## config.mk

```make
export PLATFORM = sky130hd
export DESIGN_NAME = i2s_pcm
export DESIGN_NICKNAME = d
export VERILOG_FILES = /design/src/rtl/i2s_pcm.sv
export SDC_FILE = /design/constraint.sdc
export NUM_CORES = 1
export LEC_CHECK = 0
export BUFFER_PORTS_ARGS = -buffer_cell sky130_fd_sc_hd__buf_4
export CAP_MARGIN = 0
export CELL_PAD_IN_SITES_DETAIL_PLACEMENT = 2
export CELL_PAD_IN_SITES_GLOBAL_PLACEMENT = 2
export CORE_MARGIN = 3
export CORE_UTILIZATION = 37
export DETAILED_ROUTE_END_ITERATION = 10
export PLACE_DENSITY = 0.82
export SKIP_LAST_GASP = 1
export SYNTH_ARGS = -nofsm -noshare
export SYNTH_HDL_FRONTEND = slang
export SYNTH_SLANG_ARGS = --single-unit
```

## constraint.sdc

```tcl
create_clock -name clk_i -period 2.1 [get_ports clk_i]
set_input_delay 0.42 -clock clk_i [delete_from_list [all_inputs] [get_ports clk_i]]
set_output_delay 0.42 -clock clk_i [all_outputs]
set_load 0.005 [all_outputs]
```

## src/rtl/i2s_pcm.sv

```systemverilog
// i2s_pcm: I2S master receiver for the PCM1808, generating SCKI/BCK/LRCK from clk
// and deserialising DOUT into 24-bit left/right samples with a per-frame strobe.
module i2s_pcm (
  input  logic        clk_i,
  input  logic        rst_ni,
  input  logic        din_i,
  output logic        bck_o,
  output logic        lrck_o,
  output logic        scki_o,
  output logic [23:0] left_o,
  output logic [23:0] right_o,
  output logic        newsample_valid_o
);
  logic [8:0]  cnt_q, cnt_d;
  logic [1:0]  sync_q;
  logic [23:0] lsr_q, lsr_d, rsr_q, rsr_d;
  logic [23:0] left_q, left_d, right_q, right_d;
  logic        valid_q, valid_d;
  logic [4:0]  slot;
  logic        take, wrap;
  always_comb begin
    cnt_d   = cnt_q + 9'd1;
    slot    = cnt_q[7:3];
    take    = (cnt_q[2:0] == 3'b101) && (slot >= 5'd1) && (slot <= 5'd24);
    wrap    = &cnt_q;
    lsr_d   = (take && !cnt_q[8]) ? {lsr_q[22:0], sync_q[1]} : lsr_q;
    rsr_d   = (take &&  cnt_q[8]) ? {rsr_q[22:0], sync_q[1]} : rsr_q;
    left_d  = wrap ? lsr_q : left_q;
    right_d = wrap ? rsr_q : right_q;
    valid_d = wrap;
  end
  always_ff @(posedge clk_i or negedge rst_ni) begin
    if (!rst_ni) begin
      cnt_q   <= '0;
      sync_q  <= '0;
      lsr_q   <= '0;
      rsr_q   <= '0;
      left_q  <= '0;
      right_q <= '0;
      valid_q <= 1'b0;
    end else begin
      cnt_q   <= cnt_d;
      sync_q  <= {sync_q[0], din_i};
      lsr_q   <= lsr_d;
      rsr_q   <= rsr_d;
      left_q  <= left_d;
      right_q <= right_d;
      valid_q <= valid_d;
    end
  end
  assign scki_o            = cnt_q[0];
  assign bck_o             = cnt_q[2];
  assign lrck_o            = cnt_q[8];
  assign left_o            = left_q;
  assign right_o           = right_q;
  assign newsample_valid_o = valid_q;
endmodule

```

==> results of run 1 <==
==> area by class of cell <==
| class | instances | area [sq um] | share of cell area, % |
|---|---|---|---|
| tap | 136 | 170 | 3.41 |
| clock buffer | 10 | 128 | 2.56 |
| inverter | 3 | 11.3 | 0.226 |
| clock inverter | 6 | 71.3 | 1.43 |
| sequential | 108 | 2700 | 54.1 |
| timing repair buffer | 67 | 581 | 11.6 |
| multi-input combinational | 120 | 1330 | 26.6 |
==> state kept, by name, indices dropped and copies added, names as in the netlist <==
name,count
cnt_q,9
left_o,24
lsr_q,24
newsample_valid_o,1
right_o,24
rsr_q,24
sync_q,2
==> cells by family (layout without fill, tap and decap cells) <==
family / Yosys count / in the layout / share of synthesized area [%]
compound gates: 3 / 3 / 1.68
simple gates: 12 / 12 / 1.83
xor+xnor: 6 / 6 / 1.28
buf+inv: 12 / 86 / 1.89
fa+ha+maj: 3 / 3 / 0.917
mux: 96 / 96 / 26.4
flops: 108 / 108 / 66.0
==> cells in the final DEF, fill, tap and decap left out <==
cell           netlist  layout
inv_1                3       3
nand4_1              1       1
o211ai_4             2       2
clkinv_4             0       1
nand2_1              2       2
ha_1                 3       2
or3_4                1       1
inv_6                0       1
mux2_1               1       1
and3b_1              1       1
bufinv_16            0       1
dlygate4sd3_1        0       1
xnor2_1              4       4
clkbuf_1             3       1
mux2_2              95      95
or2_2                1       1
o311ai_4             1       1
buf_12               0       4
clkinv_2             0       1
nand3_1              2       2
ha_4                 0       1
nor2_2               0       1
xor2_1               2       2
clkbuf_16            0       1
dfrtp_1            108     108
and3_1               2       2
inv_8                0       1
and4_1               1       1
buf_4                0      60
clkbuf_8             0       9
clkinvlp_4           0       1
buf_8                0       1
==> power groups by stage <==
stage / Sequential, mW / Combinational, mW / Clock (mW)
2_1_floorplan: 2.13 / 0.00432 / 0
3_3_place_gp: 2.13 / 0.0569 / 0
3_5_place_dp: 2.13 / 0.0596 / 0
4_1_cts: 2.09 / 0.0613 / 1.34
5_1_grt: 2.09 / 0.0684 / 1.43
6_report: 2.09 / 0.0573 / 1.29
==> what timing repair did <==
action,CTS,global route
hold buffers,1,0
hold endpoints to repair,26,0
setup endpoints to repair,0,48
gates resized for setup,0,4
buffers inserted,0,2
==> critical path, delay by kind of cell (launching register included) <==
kind	cells	cell delay, ns
and+or+nand+nor	3	0.50
adders and majority gates	2	0.41
DFF	1	0.40
muxes	1	0.34
buffers and inverters	1	0.21
==> worst paths after layout <==
kind / start / endpoint / slack, ns / depth (start not counted)
max: cnt_q[1] / right_o[16] / 0.13 / 7
min: din_i / sync_q[0] / 0.17 / 1
max reg2reg: cnt_q[1] / right_o[16] / 0.13 / 7
min reg2reg: sync_q[0] / sync_q[1] / 0.38 / 0
max in group asynchronous: rst_ni / cnt_q[3] / 0.98 / 3
min in group asynchronous: rst_ni / left_o[8] / 0.53 / 2
==> layer usage <==
layer,wire (microns),up-vias,share of wire (%)
li1,-,974,-
met1,3500,1168,43
met2,4210,42,52
met3,327,9,4.0
met4,88,0,1.1
met5,0,-,0
==> through the flow <==
stage                     cells  TNS [ns]  cell area (sq um)  hold slack [ns]  setup WS, ns
final                       450         0               4990            0.166         0.132
after global routing        450         0               4990            0.133       0.00822
after CTS                   447         0               4930            0.142        0.0323
after detailed placement    430         0               4720            0.361        0.0509
after global placement      430         0               4720            0.357         0.181
after floorplan             240    -0.139               4100            0.124      -0.00697
==> summary.txt, run 1 <==
Placement
  • Last weighted congestion value of the routability-driven placer: 0.689
  • Number of I/O port buffers: 54
  • Placed wire-length estimate: approximately 5.3 mm

Power and ir drop
  • Sw Pwr: about 0.77 mW
  • Cell internal pwr: 2.67 mW
  • Reported leakage power: 2.58 nW
  • Total power of the final layout: 3.43 mW
  • Comb pwr share: roughly 1.7%
  • Flop pwr share: between 60% and 70%
  • Peak supply drop: about 0.00037 V
  • Clock power frac: 37.5%
  • Total power divided by cell area: a little under 700 nW/um^2
  • Net switching fraction of the power: roughly 22%

Setup path
  • Critical Path Sink Type: flop
  • Highest net fanout along the worst path: 17
  • Critical path, cell by cell: ha_1 > and3_1 > nand3_1 > nor2_2 > ha_4 > clkbuf_16 > mux2_2
  • Stage delay of the slowest cell on the critical path: around 0.4 ns
  • Data arrival, critical path: around 2.2 ns
  • Crit path kind: reg2reg
  • Required time at the endpoint of the critical path: 2.35 ns
  • Cell type of the slowest stage on the worst timing path: dfrtp_1
  • Critical Path Source Type: flop

Detailed routing
  • DR WL/cell: roughly 18 microns
  • Vias after detailed routing: 2193
  • Via count normalized by instance count: 4.87
  • First-pass DRT Iterations: 3
  • Drt initial violations: 48
  • Final routed wirelength across all metal layers: 8.13 mm
  • Number of nets with antenna violations after routing: 0
  • Post-detailed-route DRC marker count: 0

Synthesis
  • Synth top cells by count: 108 x dfrtp_1, 95 x mux2_2, 4 x buf_6, 4 x xnor2_1
  • Number of synthesis warnings: 0
  • Portion of the post-synthesis area used by sequential elements: about 66%
  • Count leader, synth: dfrtp_1
  • Seq cells post-synth: about 110
  • Cell area after synthesis: ~4000 sq um
  • Average footprint of a synthesized cell: between 15 and 20 sq um
  • Number of distinct standard cells referenced by the synthesized netlist: 21
  • Count of flip-flops with a built-in enable after synthesis: 0
  • Asr flop ratio synth: 100%
  • Most frequently used flop master after synthesis: dfrtp_1
  • Number of instances in the synthesized netlist: 240
  • Cell type with the largest total area after synthesis: dfrtp_1
  • Nets in the synthesized netlist: ~250
  • Top area cells in the synthesized netlist: dfrtp_1 66%, mux2_2 26%, buf_6 1.1%, o211ai_4 1.0%, ha_1 0.92%
  • Share of the synthesized area in the top cell type: between 60% and 70%

Clock network
  • Clk Tree Root Cell: clkbuf_8
  • Count of clock tree sinks: about 110
  • H-tree depth: 3
  • CTS Buf Count: 9
  • TritonCTS clock tree: done
  • Clk pin slew, worst setup/hold paths: 0.10 ns
  • Maximum buffer depth of the clock tree: 2
  • Worst-skew pair later-pin latency: approximately 0.36 ns

STA
  • RSZ-0062 raised after global routing: no
  • Final setup viols: 0
  • Slew at the pin closest to its max-slew limit: about 0.41 ns
  • Worst max-slew margin expressed relative to the limit: around 72%
  • Upper clock frequency limit: about 510 MHz
  • Hold violation count in the final report: 0
  • Max Slew Vio Count: 0
  • Shortest clock period the worst path allows after layout: ~2.0 ns
  • Final worst clock skew: roughly 0.012 ns
  • Fraction of the cycle the final worst path needs: approximately 94%

Global route
  • Pin count of the biggest net entering global routing: 35
  • Number of antenna violations at the first check in global routing: 0
  • Via count of the first global-routing pass: roughly 2500
  • Met2 Usage GRT: 22.2%
  • First-pass GRT wire length: about 13 mm
  • Overall track demand over capacity in global routing: 13.3%
  • Layer with the highest usage: met2
  • Met1 Track Usage GR: between 10% and 20%
  • Met3 Resource Use GR: under 10%
  • GRT overflow: 0

Floorplanning
  • Width of the die: 111 microns
  • Die Y-Extent: about 110 microns
  • Floorplan row count: 37
  • Core Footprint: 10600 sq um
  • Effective utilization at floorplan: 38.8%
  • Full die area: 12400 sq um
  • Count of boundary I/O pins: 55

Status
  • Result of the run: finished clean

Layout
  • Final core area utilization: a little under half
  • Antenna diode count: 0
  • Nets: 315
  • Filler Cells Inserted: a little over 1000
  • Area delta synth->final: 21.9%
  • Proportion of layout cells with a drive suffix above 1: 58.3%

Min path
  • Class of the most critical hold timing path: in2reg

Flow run
  • MaxCap Viol Count: 0
Power figures use the tool's default switching activity.
==> inputs of run 2 (changes only) <==
--- a/config.mk
+++ b/config.mk
@@ -5,6 +5,7 @@
 export SDC_FILE = /design/constraint.sdc
 export NUM_CORES = 1
 export LEC_CHECK = 0
+export ABC_CLOCK_PERIOD_IN_PS = 2100
 export BUFFER_PORTS_ARGS = -buffer_cell sky130_fd_sc_hd__buf_4
 export CAP_MARGIN = 0
 export CELL_PAD_IN_SITES_DETAIL_PLACEMENT = 2
@@ -12,8 +13,9 @@
 export CORE_MARGIN = 3
 export CORE_UTILIZATION = 37
 export DETAILED_ROUTE_END_ITERATION = 10
-export PLACE_DENSITY = 0.82
+export PLACE_DENSITY = 0.81
 export SKIP_LAST_GASP = 1
+export SLEW_MARGIN = 20
 export SYNTH_ARGS = -nofsm -noshare
 export SYNTH_HDL_FRONTEND = slang
 export SYNTH_SLANG_ARGS = --single-unit
==> summary.txt, run 2 (synthesis gave the netlist of run 1 again) <==
STA
  • Worst max-slew margin expressed relative to the limit: 70.6% (was 72.4%)
  • Worst hold-check slack: 0.151 ns (was 0.166 ns)
  • Upper clock frequency limit: 499 MHz (was 508 MHz)
  • RSZ-0062 raised after global routing: no (unchanged)
  • Worst setup margin: 0.0972 ns (was 0.132 ns)
  • Final setup viols: 0 (unchanged)
  • Final worst clock skew: 0.0130 ns (was 0.0121 ns)
  • Slew at the pin closest to its max-slew limit: 0.441 ns (was 0.414 ns)
  • Shortest clock period the worst path allows after layout: 2.00 ns (was 1.97 ns)
  • Max Slew Vio Count: 0 (unchanged)
  • Hold violation count in the final report: 0 (unchanged)
  • Fraction of the cycle the final worst path needs: 95.4% (was 93.7%)

Global route
  • First-pass GRT wire length: 13.3 mm (was 13.2 mm)
  • Number of antenna violations at the first check in global routing: 0 (unchanged)
  • Via count of the first global-routing pass: 2518 (was 2513)
  • Overall track demand over capacity in global routing: 13.4% (was 13.3%)
  • GRT overflow: 0 (unchanged)
  • Pin count of the biggest net entering global routing: 84 (was 35)

Layout
  • Nets: 312 (was 315)
  • Post-Layout Inst Area: 4970 sq um (was 4990 sq um)
  • Most common cell after layout, fill and taps aside: dfrtp_1 (unchanged)
  • Final core area utilization: 47.1% (was 47.3%)
  • Filler Cells Inserted: 1015 (was 1013)
  • Area taken by multi-input logic gates: 1330 sq um (unchanged)
  • Antenna diode count: 0 (unchanged)
  • Area delta synth->final: 21.4% (was 21.9%)
  • Most used cells in the layout excluding fill and tap cells: 108 x dfrtp_1, 95 x mux2_2, 57 x buf_4 (was 108 x dfrtp_1, 95 x mux2_2, 60 x buf_4)
  • Proportion of layout cells with a drive suffix above 1: 57.9% (was 58.3%)
  • Storage cell area: 2700 sq um (unchanged)

Placement
  • Last weighted congestion value of the routability-driven placer: 0.732 (was 0.689)
  • Placement-stage cell area: 4710 sq um (was 4720 sq um)
  • Number of I/O port buffers: 54 (unchanged)
  • Pre-CTS setup slack: 0.0277 ns (was 0.0509 ns)
  • Placed wire-length estimate: 5.04 mm (was 5.32 mm)

Clock network
  • CTS Buf Count: 9 (unchanged)
  • Maximum buffer depth of the clock tree: 2 (unchanged)
  • Clk pin slew, worst setup/hold paths: 0.11 ns (was 0.10 ns)
  • Clk Tree Root Cell: clkbuf_8 (unchanged)
  • TritonCTS clock tree: done (unchanged)
  • Worst-skew pair later-pin latency: 0.37 ns (was 0.36 ns)
  • H-tree depth: 3 (unchanged)
  • Count of clock tree sinks: 108 (unchanged)

Floorplanning
  • Effective utilization at floorplan: 38.8% (unchanged)
  • Count of boundary I/O pins: 55 (unchanged)
  • Die Y-Extent: 111 microns (unchanged)
  • Floorplan row count: 37 (unchanged)
  • Width of the die: 111 microns (unchanged)
  • Full die area: 12400 sq um (unchanged)
  • Core Footprint: 10600 sq um (unchanged)

Min path
  • Worst hold path cell count: 1 (unchanged)
  • Class of the most critical hold timing path: in2reg (unchanged)

Setup path
  • Critical Path Sink Type: flop (unchanged)
  • Critical Path Source Type: flop (unchanged)
  • Required time at the endpoint of the critical path: 2.35 ns (about the same)
  • Data arrival, critical path: 2.25 ns (was 2.22 ns)
  • Slack of the worst reg-to-reg path: 0.1 ns (was 0.13 ns)
  • Depth of the worst register-to-register path: 7 (unchanged)
  • Crit path kind: reg2reg (unchanged)
  • Highest net fanout along the worst path: 17 (unchanged)

Power and ir drop
  • Reported leakage power: 2.57 nW (was 2.58 nW)
  • Total power divided by cell area: 687 nW/um^2 (was 688 nW/um^2)
  • Peak supply drop: 0.000495 V (was 0.000366 V)

Status
  • Result of the run: finished clean (unchanged)

Detailed routing
  • Final routed wirelength across all metal layers: 8.00 mm (was 8.13 mm)
  • First-pass DRT Iterations: 4 (was 3)
  • DR WL/cell: 17.9 microns (was 18.1 microns)
  • Vias after detailed routing: 2181 (was 2193)
  • Number of nets with antenna violations after routing: 0 (unchanged)
  • Drt initial violations: 77 (was 48)
  • Post-detailed-route DRC marker count: 0 (unchanged)
  • Via count normalized by instance count: 4.88 (was 4.87)

Flow run
  • MaxCap Viol Count: 0 (unchanged)
==> run 2: changes by cell type in the layout (fill, tap and decap cells not counted) <==
cell        delta
inv_6          -1
buf_4          -3
clkinv_4       +2
clkinvlp_4     -1
==> run 2: metrics by stage <==
stage	power [mW]	setup TNS, ns	cells
after floorplan	2.13	-0.139	240
after global placement	2.18	0	428
after detailed placement	2.19	0	428
after CTS	3.49	0	445
after global routing	3.58	0	447
final	3.42	0	447
==> run 2: per-layer routing <==
layer | up-vias | routed length (microns) | share of wire [%] | GRT usage [%]
met5 | - | 0 | 0 | 0
met1 | 1157 | 3450 | 43 | 17.0
li1 | 974 | - | - | -
met3 | 8 | 294 | 3.7 | 3.60
met4 | 0 | 83 | 1.0 | 3.89
met2 | 42 | 4180 | 52 | 22.6
==> run 2: final timing paths <==
path                            from          end
setup reg to reg            cnt_q[1]  right_o[11]
setup / recovery            cnt_q[1]  right_o[11]
max in group asynchronous     rst_ni    left_o[0]
hold reg to reg            sync_q[0]    sync_q[1]
hold / removal                 din_i    sync_q[0]
min in group asynchronous     rst_ni    left_o[7]
==> run 2: repair_timing <==
item | 4_1_cts | 5_1_grt
hold endpoints to repair | 25 | 0
setup buffers | 0 | 1
endpoints found under the setup margin | 3 | 43
gates resized for setup | 1 | 3
cloned | 0 | 1
hold buffers | 1 | 0
==> run 2: worst max-delay path, stage by stage (launching register included) <==
cell and delay (ns):
dfrtp_1 0.39, ha_1 0.20, and3_1 0.21, nand3_1 0.16, nor2_2 0.18, ha_4 0.20
buf_8 0.19, mux2_2 0.35
==> run 2: layout make-up <==
cell class / instances / share of cell area, %
Timing Repair Buffer: 64 / 11.2
Multi-Input combinational cell: 120 / 26.7
Tap cell: 136 / 3.42
Inverter: 3 / 0.226
Sequential cell: 108 / 54.4
Clock inverter: 6 / 1.46
Clock buffer: 10 / 2.57
==> run 2: where the power goes <==
group	switching, mW	internal, mW
clock	0.710	0.565
combinational	0.0414	0.0110
sequential	0.00492	2.08
